[src/rtl/iic_target_rx.sv]
// Write-only I2C target receiver: oversampled SCL/SDA, START/STOP detection,
// 7-bit address match with ACK, parallel byte output with one-cycle strobe.
module iic_target_rx #(
  parameter logic [6:0] OWN_ADDR = 7'h42
) (
  input  logic       clk,
  input  logic       rst,
  input  logic       scl,
  input  logic       sda_in,
  output logic       sda_oe,
  output logic [7:0] rx_data,
  output logic       rx_valid,
  output logic       addr_match,
  output logic       busy
);

  localparam int unsigned CNT_W = 4;
  localparam int unsigned BYTE_W = 8;

  typedef enum logic [2:0] {
    IDLE,
    ADDR,
    ADDR_ACK,
    DATA,
    DATA_ACK,
    IGNORE
  } state_t;

  state_t state, state_nxt;

  logic scl_s1, scl_s2, scl_prev;
  logic sda_s1, sda_s2, sda_prev;

  logic [CNT_W-1:0]  bit_cnt, bit_cnt_nxt;
  logic [BYTE_W-1:0] shift, shift_nxt;
  logic [BYTE_W-1:0] rx_data_nxt;
  logic              rx_valid_nxt, sda_oe_nxt, addr_match_nxt, busy_nxt;

  logic scl_rise_c, scl_fall_c, start_c, stop_c, last_bit_c;

  // Two-flop synchronizers plus history flop; reset to the bus-idle level.
  always_ff @(posedge clk or negedge rst) begin
    if (!rst) begin
      scl_s1   <= 1'b1;
      scl_s2   <= 1'b1;
      scl_prev <= 1'b1;
      sda_s1   <= 1'b1;
      sda_s2   <= 1'b1;
      sda_prev <= 1'b1;
    end else begin
      scl_s1   <= scl;
      scl_s2   <= scl_s1;
      scl_prev <= scl_s2;
      sda_s1   <= sda_in;
      sda_s2   <= sda_s1;
      sda_prev <= sda_s2;
    end
  end

  // Bus events derived from synchronized samples only.
  assign scl_rise_c = !scl_prev && scl_s2;
  assign scl_fall_c = scl_prev && !scl_s2;
  assign start_c    = scl_s2 && sda_prev && !sda_s2;
  assign stop_c     = scl_s2 && !sda_prev && sda_s2;
  assign last_bit_c = (bit_cnt == CNT_W'(BYTE_W));

  // State and registered outputs.
  always_ff @(posedge clk or negedge rst) begin
    if (!rst) begin
      state      <= IDLE;
      bit_cnt    <= '0;
      shift      <= '0;
      rx_data    <= '0;
      rx_valid   <= 1'b0;
      sda_oe     <= 1'b0;
      addr_match <= 1'b0;
      busy       <= 1'b0;
    end else begin
      state      <= state_nxt;
      bit_cnt    <= bit_cnt_nxt;
      shift      <= shift_nxt;
      rx_data    <= rx_data_nxt;
      rx_valid   <= rx_valid_nxt;
      sda_oe     <= sda_oe_nxt;
      addr_match <= addr_match_nxt;
      busy       <= busy_nxt;
    end
  end

  // Next-state and output logic; STOP/START override any state action.
  always_comb begin
    state_nxt      = state;
    bit_cnt_nxt    = bit_cnt;
    shift_nxt      = shift;
    rx_data_nxt    = rx_data;
    rx_valid_nxt   = 1'b0;
    sda_oe_nxt     = sda_oe;
    addr_match_nxt = addr_match;
    busy_nxt       = busy;

    if (stop_c) begin
      state_nxt      = IDLE;
      bit_cnt_nxt    = '0;
      sda_oe_nxt     = 1'b0;
      addr_match_nxt = 1'b0;
      busy_nxt       = 1'b0;
    end else if (start_c) begin
      state_nxt      = ADDR;
      bit_cnt_nxt    = '0;
      sda_oe_nxt     = 1'b0;
      addr_match_nxt = 1'b0;
      busy_nxt       = 1'b1;
    end else begin
      case (state)
        IDLE: begin
          sda_oe_nxt = 1'b0;
        end
        ADDR, DATA: begin
          if (scl_rise_c && !last_bit_c) begin
            shift_nxt   = {shift[BYTE_W-2:0], sda_s2};
            bit_cnt_nxt = bit_cnt + CNT_W'(1);
          end else if (scl_fall_c && last_bit_c) begin
            bit_cnt_nxt = '0;
            if (state == DATA) begin
              rx_data_nxt  = shift;
              rx_valid_nxt = 1'b1;
              sda_oe_nxt   = 1'b1;
              state_nxt    = DATA_ACK;
            end else if (shift[7:1] == OWN_ADDR && !shift[0]) begin
              sda_oe_nxt     = 1'b1;
              addr_match_nxt = 1'b1;
              state_nxt      = ADDR_ACK;
            end else begin
              state_nxt = IGNORE;
            end
          end
        end
        ADDR_ACK, DATA_ACK: begin
          if (scl_fall_c) begin
            sda_oe_nxt  = 1'b0;
            bit_cnt_nxt = '0;
            state_nxt   = DATA;
          end
        end
        IGNORE: begin
          sda_oe_nxt = 1'b0;
        end
        default: begin
          state_nxt  = IDLE;
          sda_oe_nxt = 1'b0;
        end
      endcase
    end
  end

endmodule

[config.mk]
export PLATFORM = sky130hd
export DESIGN_NAME = iic_target_rx
export DESIGN_NICKNAME = d
export VERILOG_FILES = /design/src/rtl/iic_target_rx.sv
export SDC_FILE = /design/constraint.sdc
export NUM_CORES = 1
export LEC_CHECK = 0
export ABC_AREA = 1
export BUFFER_PORTS_ARGS = -buffer_cell sky130_fd_sc_hd__buf_2
export CAP_MARGIN = 20
export CORE_ASPECT_RATIO = 0.6
export CORE_MARGIN = 1.5
export CORE_UTILIZATION = 55
export CTS_BUF_LIST = sky130_fd_sc_hd__clkbuf_2 sky130_fd_sc_hd__clkbuf_4 sky130_fd_sc_hd__clkbuf_8
export DETAILED_ROUTE_END_ITERATION = 8
export PLACE_DENSITY = 0.75
export SLEW_MARGIN = 10
export SYNTH_ARGS = -nofsm -noshare
export SYNTH_HDL_FRONTEND = slang
export SYNTH_SLANG_ARGS = --single-unit
[constraint.sdc]
create_clock -name clk -period 1.8 [get_ports clk]
set_input_delay 0.09 -clock clk [delete_from_list [all_inputs] [get_ports clk]]
set_output_delay 0.09 -clock clk [all_outputs]
set_load 0.02 [all_outputs]
==> results of run 1 <==
## layer usage
layer	GRT usage	vias up	routed length, µm
li1	-	619	-
met1	0.3125	549	1596
met2	0.2734	34	1168
met3	0.06696	7	186
met4	0.09057	0	50
met5	0	-	0
## power groups by stage
stage | clock [mW] | combinational, mW | sequential, mW
2_1_floorplan | 0 | 0.528 | 0.939
3_3_place_gp | 0 | 0.653 | 0.943
3_5_place_dp | 0 | 0.679 | 0.946
4_1_cts | 0.736 | 0.687 | 0.934
5_1_grt | 0.768 | 0.766 | 0.950
6_report | 0.724 | 0.692 | 0.936
## worst min path at each step
stage	slack, ps	from	to
floorplan	-210	rst	addr_match
global placement	170	rst	rx_data[2]
detailed placement	180	rst	rx_data[2]
CTS	360	sda_s1	sda_s2
global route	370	scl_s1	scl_s2
finish	360	sda_s1	sda_s2
## registers in the layout, indices dropped and copies added (netlist names), 3 cells and up
name / flops
bit_cnt: 4
state: 3
rx_data: 8
shift: 8
## critical path, cell delays in order (launching register included)
cell	delay (ps)
dfrtp_1	410
inv_1	110
ha_1	170
nand2_1	90
nor2_2	130
nand2_2	90
nand3_1	180
nand2_1	70
nor2_1	160
nand2_1	70
nand2_1	60
## cells by family (layout without fill, tap and decap cells)
| logic type | Yosys count | after routing |
|---|---|---|
| and+or+nand+nor | 97 | 97 |
| AOI/OAI and AO/OA | 23 | 23 |
| xor gates and xnor gates | 2 | 2 |
| DFF | 33 | 33 |
| buffers and inverters | 26 | 50 |
| adders and majority gates | 2 | 2 |
## layout make-up
cell class              instances  share of cell area
flip-flops and latches         33              0.4494
multi-input cells             124              0.3529
repair buffers                 18             0.05668
inverters                      24             0.04926
clock buffers                   7             0.04858
well taps                      40             0.02699
clock inverters                 1             0.01619
## metrics by stage
stage | cells | instance area (µm²) | power [mW]
5_1_grt | 247 | 1854 | 2.484
4_1_cts | 247 | 1854 | 2.357
6_report | 247 | 1854 | 2.353
3_3_place_gp | 236 | 1704 | 1.596
3_5_place_dp | 236 | 1704 | 1.624
2_1_floorplan | 183 | 1610 | 1.467
## synthesized netlist by cell type (all sizes together)
cell	n
nand2	64
dfrtp	27
inv	23
o21ai	21
nor2	17
nand3	13
dfstp	6
a21oi	2
buf	2
ha	2
nand4	2
xor2	2
clkinv	1
nand3b	1
## timing repair
action	in CTS	in global routing
setup endpoints to repair	0	0
hold buffers	3	0
hold endpoints to repair	29	0
==> results_dict.tcl, run 1 <==
set metrics [dict create \
    outcome "finished, final reports clean" \
    crit_arrival_ps 1820 \
    synth_largest_area_cell "dfrtp_1" \
    gr-total-overflow 0 \
    worstMarginPinSlew_ps 691.7 \
    cts_tree "built" \
    cts-htree-levels 2 \
    synthSimpleGateAreaFrac 0.2875 \
    drtPass1Iterations 5 \
    syn_inst 183 \
    die_height_um 44.91 \
    setup_violations 0 \
    path_class "flop to flop" \
    ys_ff_latch 33 \
    r2r_slack_ps 200 \
    routabilityCongestion 0.8601 \
    clock_power_share 0.308 \
    required_ps 2020 \
    nFillCells 208 \
    die_w_um 72.86 \
    maxSlewViolCount 0 \
    synth-compound-area-share 0.09246 \
    cts_setup_buffers 0 \
    r2r_start "bit_cnt[0]" \
    cts_max_path_buffers 2 \
    relSlewSlack 0.5389 \
    track_usage 0.2081 \
    worstHoldPathType "flop to flop" \
    endpoint "state[0]" \
    pwr_density_cell_nw_per_um2 1269 \
    rows 14 \
    rsz0062_at_grt "false" \
    synth_top_family_by_area "simple AND/OR/NAND/NOR gates" \
    port-buffer-count 15 \
    cts_buffers 5 \
    drt_iter0_markers 94 \
    hold_depth 0 \
    clock_skew_ps 9.684 \
    reg2regPathDepth 10 \
    synthMuxAreaShare 0 \
    io_pins 16 \
    worst_slack_ps 199.1 \
    reg2reg_to "state[0]" \
    synth.top_cell.area_share 0.4196 \
    max-cap-violations 0 \
    critPathLaunch "bit_cnt[0]" \
    nets 212 \
    syn_to_final_growth_pct 15.15 \
    pwr-share-seq 0.398 \
    ir_drop_mv 0.6440 \
    antenna_found_initial 0 \
    dieArea_um2 3272 \
    ant_nets 0 \
    grt_max_degree 34 \
    drt-total-wl_um 3002 \
    syn-mean-instance-area_um2 8.799 \
    cts_resized 0 \
    leakagePower_nw 0.9839 \
    switchingPower_mw 0.8123 \
    post-place-ws_ps 216.7 \
    holdWs_ps 356.0 \
    mappedNetlistNets 189 \
    avgRoutedWirePerCell_um 12.15 \
    dp_hpwl_um 2251 \
    synth_area_leaders "dfrtp_1, nand2_1, dfstp_2, o21ai_2, inv_1" \
    end_kind "flop" \
    grt_pass1_vias 1059 \
    clk-insertion-delay-late_ps 290 \
    drc 0 \
    synth_fa_ha_area_frac 0.01554 \
    p_int_mw 1.540 \
    cp_max_fo 4 \
    setup-tns-final_ps 0 \
    synth_seq_area_share 0.5175 \
    final_common_cell "nand2_1" \
    cts.sinks 33 \
    antenna_cells 0 \
    cp-start-kind "flop" \
    core-area_um2 2645 \
    max_freq_mhz 624.6 \
    root_buffer "clkbuf_8" \
    multi_input_area_um2 654.4 \
    p_comb_frac 0.294 \
    grt_pass1_wl_um 4940 \
    regArea_um2 833.3 \
    fin_util 0.7010 \
    final_cell_mix "nand2_1, dfrtp_1, inv_1" \
    post-route-period-util 0.8894 \
    vias 1209 \
    start_util 0.6088 \
    hold_violations 0 \
    synth_xor_xnor_area_share 0.01088 \
    yosysWarnings 0 \
    swShare 0.3452 \
    viasPerCell 4.895 \
    synth.distinct_cells 24 \
    clk_pin_slew_ps 70 \
    synthesis.area_um2 1610 \
    layout-drive-gt1-share 0.2754 \
    finalCriticalPeriod_ps 1601 \
]
Power figures use the tool's default switching activity.
==> run 2, diff against run 1 <==
==> constraint.sdc (replaced) <==
create_clock -name clk -period 1.7 [get_ports clk]
set_input_delay 0.085 -clock clk [delete_from_list [all_inputs] [get_ports clk]]
set_output_delay 0.085 -clock clk [all_outputs]
set_load 0.02 [all_outputs]
==> run 2 against run 1 <==
Global-route usage unchanged. Die area unchanged. Register-to-register slack lost 90 ps. Clock power increased by 6.2%. Critical path depth did not move. Power grew 6.4%. Combinational power rose by 7.4%. First-iteration DRC count rose by 2.1%. Core utilization increased by 0.095 points. Sequential share of layout area shrank 0.061 points. Final cell count unchanged. Via count unchanged.
==> results_dict.tcl, run 2 (synthesis results as in run 1) <==
set metrics [dict create \
    crit_chain "inv_1 -> ha_1 -> nand2_1 -> nor2_2 -> nand2_2 -> nand3_1 -> nand2_1 -> nor2_2 -> nand2_1 -> nand2_1" \
    track_usage 0.2081 \
    slowest_stage "dfrtp_1" \
    layout-drive-gt1-share 0.2802 \
    ir_drop_mv 0.6844 \
    max_freq_mhz 629.5 \
    port-buffer-count 15 \
    r2r_slack_ps 110 \
    max-cap-violations 0 \
    gr-total-overflow 0 \
    antenna_found_initial 0 \
    cts_tree "built" \
    grt_pass1_vias 1059 \
    die_w_um 72.86 \
    pwr-share-seq 0.396 \
    swShare 0.3466 \
    finalCriticalPeriod_ps 1588 \
    fin_util 0.7020 \
    grt_pass1_wl_um 4940 \
    cts_max_path_buffers 2 \
    cp-start-kind "flop" \
    post-route-period-util 0.9344 \
    cts-htree-levels 2 \
    required_ps 1920 \
    regArea_um2 833.3 \
    switchingPower_mw 0.8674 \
    hold_violations 0 \
    grt_max_degree 34 \
    viasPerCell 4.895 \
    antenna_cells 0 \
    instances_no_fill 247 \
    max_stage_delay_ps 410 \
    final_common_cell "nand2_1" \
    worstMarginPinSlew_ps 690.0 \
    drt-total-wl_um 3003 \
    drtPass1Iterations 4 \
    end_kind "flop" \
    relSlewSlack 0.5400 \
    io_pins 16 \
    worstHoldPathType "flop to flop" \
    vias 1209 \
    setup_violations 0 \
    p_comb_frac 0.297 \
    dieArea_um2 3272 \
    maxSlewViolCount 0 \
    crit_arrival_ps 1810 \
    clk-insertion-delay-late_ps 290 \
    clock_skew_ps 9.801 \
    reg_top3 "rx_data x8, shift x8, bit_cnt x4" \
    dp_hpwl_um 2251 \
    ant_nets 0 \
    pwr_density_cell_nw_per_um2 1348 \
    cp_max_fo 4 \
    drt_iter0_markers 96 \
    final_cell_mix "nand2_1, dfrtp_1, inv_1" \
    p_int_mw 1.635 \
    clk_pin_slew_ps 70 \
    outcome "finished, final reports clean" \
    leakagePower_nw 0.9840 \
    syn_to_final_growth_pct 15.31 \
    root_buffer "clkbuf_8" \
    clock_power_share 0.307 \
    dp.cells 236 \
    cts.sinks 33 \
    nFillCells 206 \
    cts_setup_buffers 0 \
    critPathMostFrequentCell "nand2_1" \
    rows 14 \
    die_height_um 44.91 \
    core-area_um2 2645 \
    drc 0 \
    cts_buffers 5 \
    nets 212 \
    path_class "flop to flop" \
    avgRoutedWirePerCell_um 12.16 \
    routabilityCongestion 0.8601 \
    start_util 0.6088 \
    multi_input_area_um2 656.9 \
]
-- run 2: final timing paths --
path                            start    endpoint  cells after the start
max in group asynchronous         rst    state[0]                      2
max reg2reg                bit_cnt[0]    state[0]                     10
min in group asynchronous         rst  rx_data[2]                      2
max                        bit_cnt[0]    state[0]                     10
min                            sda_s1      sda_s2                      0
min reg2reg                    sda_s1      sda_s2                      0
-- run 2: final cells by class --
class                           count  area share
Clock buffer                        7     0.04852
Clock inverter                      1     0.01617
Inverter                           24     0.04919
Multi-Input combinational cell    124      0.3538
Sequential cell                    33      0.4488
Tap cell                           40     0.02695
Timing Repair Buffer               18     0.05660
-- run 2: stage by stage --
stage | area, µm² | worst slack, ps | setup TNS [ps] | total power [mW] | hold slack [ps]
global placement | 1704 | 212.6 | 0 | 1.690 | 162.5
detailed placement | 1704 | 116.7 | 0 | 1.720 | 173.9
global route | 1857 | -14.84 | -29.51 | 2.644 | 367.3
CTS | 1854 | 95.47 | 0 | 2.495 | 358.8
floorplan | 1610 | 314.6 | 0 | 1.554 | -210.6
finish | 1857 | 111.5 | 0 | 2.502 | 356.0
-- run 2: power by group through the flow --
stage	logic [mW]	registers, mW	clock network [mW]
floorplan	0.559	0.995	0
global placement	0.692	0.998	0
global route	0.824	1.01	0.814
CTS	0.728	0.988	0.779
finish	0.743	0.991	0.769
detailed placement	0.719	1.00	0
-- run 2: critical path, delay by kind of cell, from the launching register on --
family | cells | cell delay, ps
simple gates | 8 | 850
flops | 1 | 410
fa+ha+maj | 1 | 170
buf+inv | 1 | 110
-- run 2: routing by layer --
metal  track usage  part of all wire  vias up
met1        0.3125              0.54      548
met2        0.2734              0.38       34
met5             0                 0        -
met4       0.09057             0.015        0
li1              -                 -      620
met3       0.06696             0.060        7
-- run 2: repair_timing --
item,CTS,global route
resized for setup,0,1
hold buffers,3,0
endpoints found under the setup margin,0,2
endpoints found under the hold margin,29,0
==> run 3, diff against run 2 <==
--- a/config.mk
+++ b/config.mk
@@ -12,8 +12,10 @@
 export CORE_MARGIN = 1.5
 export CORE_UTILIZATION = 55
 export CTS_BUF_LIST = sky130_fd_sc_hd__clkbuf_2 sky130_fd_sc_hd__clkbuf_4 sky130_fd_sc_hd__clkbuf_8
+export CTS_CLUSTER_DIAMETER = 60
 export DETAILED_ROUTE_END_ITERATION = 8
 export PLACE_DENSITY = 0.75
+export REMOVE_ABC_BUFFERS = 1
 export SLEW_MARGIN = 10
 export SYNTH_ARGS = -nofsm -noshare
 export SYNTH_HDL_FRONTEND = slang
==> run 3 against run 2 <==
Global-route usage grew 0.35 points. Sequential cell count is the same. Highest routed layer unchanged. Largest power group unchanged. Final cell count is the same. Largest cell class unchanged. Register-to-register slack gained 30 ps. Clock-buffer cell count grew 1.
==> results_dict.tcl, run 3 (synthesis results as in run 1) <==
set metrics [dict create \
    grt_pass1_wl_um 5009 \
    drt_iter0_markers 72 \
    required_ps 1900 \
    ir_drop_mv 0.7070 \
    worstHoldPathType "flop to flop" \
    avgRoutedWirePerCell_um 11.93 \
    rsz0062_at_grt "false" \
    drc 0 \
    antenna_cells 0 \
    maxSlewViolCount 0 \
    leakagePower_nw 0.9744 \
    switchingPower_mw 0.8274 \
    cp_max_fo 19 \
    drt-total-wl_um 2946 \
    start_util 0.6088 \
    final_common_cell "nand2_1" \
    fin_area_um2 1832 \
    grt_pass1_vias 1110 \
    instances_no_fill 247 \
    nets 212 \
    die_height_um 44.91 \
    p_int_mw 1.497 \
    cts-htree-levels 2 \
    syn_to_final_growth_pct 13.75 \
    clk-insertion-delay-late_ps 280 \
    setup-tns-final_ps 0 \
    relSlewSlack 0.5173 \
    r2r_slack_ps 140 \
    root_buffer "clkbuf_8" \
    die_w_um 72.86 \
    clock_skew_ps 8.299 \
    cp-start-kind "flop" \
    cts.sinks 33 \
    layout-drive-gt1-share 0.2754 \
    end_kind "flop" \
    cts_max_path_buffers 2 \
    cts_buffers 5 \
    worst_slack_ps 139.1 \
    holdWs_ps 355.1 \
    post-place-ws_ps 157.1 \
    setup_violations 0 \
    drtPass1Iterations 4 \
    endpoint "shift[4]" \
    swShare 0.3560 \
    crit_arrival_ps 1760 \
    reg2regPathDepth 8 \
    routabilityCongestion 0.8668 \
    p_comb_frac 0.305 \
    dieArea_um2 3272 \
    ant_nets 0 \
    dp_hpwl_um 2137 \
    worstMarginPinSlew_ps 724.1 \
    path_class "flop to flop" \
    post-route-period-util 0.9182 \
    io_pins 16 \
    port-buffer-count 15 \
    p_total_mw 2.324 \
    pwr_density_cell_nw_per_um2 1269 \
    pwr-share-seq 0.426 \
    track_usage 0.2115 \
    cts_resized 0 \
    cts_tree "built" \
    dp.cells 236 \
    reg_top3 "rx_data x8, shift x8, bit_cnt x4" \
    final_cell_mix "nand2_1, dfrtp_1, inv_1" \
    viasPerCell 5.000 \
    rows 14 \
    finalCriticalPeriod_ps 1561 \
    reg2reg_to "shift[4]" \
    clk_pin_slew_ps 60 \
    core-area_um2 2645 \
    grt_max_degree 34 \
    nFillCells 217 \
    place_area_um2 1704 \
    hold_violations 0 \
    critPathLaunch "sda_s2" \
    gr-total-overflow 0 \
    max-cap-violations 0 \
    antenna_found_initial 0 \
    fin_util 0.6925 \
    max_freq_mhz 640.7 \
    r2r_start "sda_s2" \
    clock_power_share 0.270 \
    vias 1235 \
    outcome "finished, final reports clean" \
]
-- run 3: cell count changes in the layout (fill, tap and decap cells not counted) --
cell,delta
nor2_1,+1
nor2_2,-1
bufinv_16,-1
clkbuf_4,+1
-- run 3: how the worst min path moves through the flow --
stage	from	endpoint	slack (ps)	cells past startpoint
after floorplan	rst	addr_match	-210	0
after global placement	rst	rx_data[2]	160	1
after detailed placement	rst	rx_data[2]	180	1
after CTS	scl_s1	scl_s2	360	0
after global routing	sda_s1	sda_s2	360	0
final	scl_s1	scl_s2	360	0
-- run 3: routing by layer --
metal | GRT usage | up-vias | wire, µm
met5 | 0 | - | 0
met4 | 0.06792 | 0 | 16
met3 | 0.07143 | 2 | 235
met2 | 0.2917 | 45 | 1182
met1 | 0.3140 | 570 | 1512
li1 | - | 618 | -
-- run 3: power groups by stage --
stage	Combinational [mW]	Sequential (mW)	Clock [mW]
floorplan	0.548	0.995	0
global placement	0.685	0.997	0
detailed placement	0.703	1.00	0
CTS	0.707	0.990	0.636
global route	0.805	1.00	0.676
finish	0.708	0.989	0.627
-- run 3: what timing repair did --
item                                   4_1_cts  5_1_grt
endpoints found under the hold margin       29        0
buffers inserted                             0        0
hold buffers                                 3        0
setup endpoints to repair                    0        0
-- run 3: critical path: stages (launching register included) --
cell and delay (ps):
dfstp_2 580, inv_1 60, nand3_2 120, nand2_2 80, nor2_4 100, inv_2 70, nor2_8 280, nand2_1 120
o21ai_2 70
-- run 3: final cells by class --
class	count	area, µm²	area share
clock buffer	8	97.59	0.05328
inverter	24	91.34	0.04986
multi-input combinational	124	654.4	0.3572
sequential	33	833.3	0.4549
tap	40	50.05	0.02732
timing repair buffer	18	105.1	0.05738
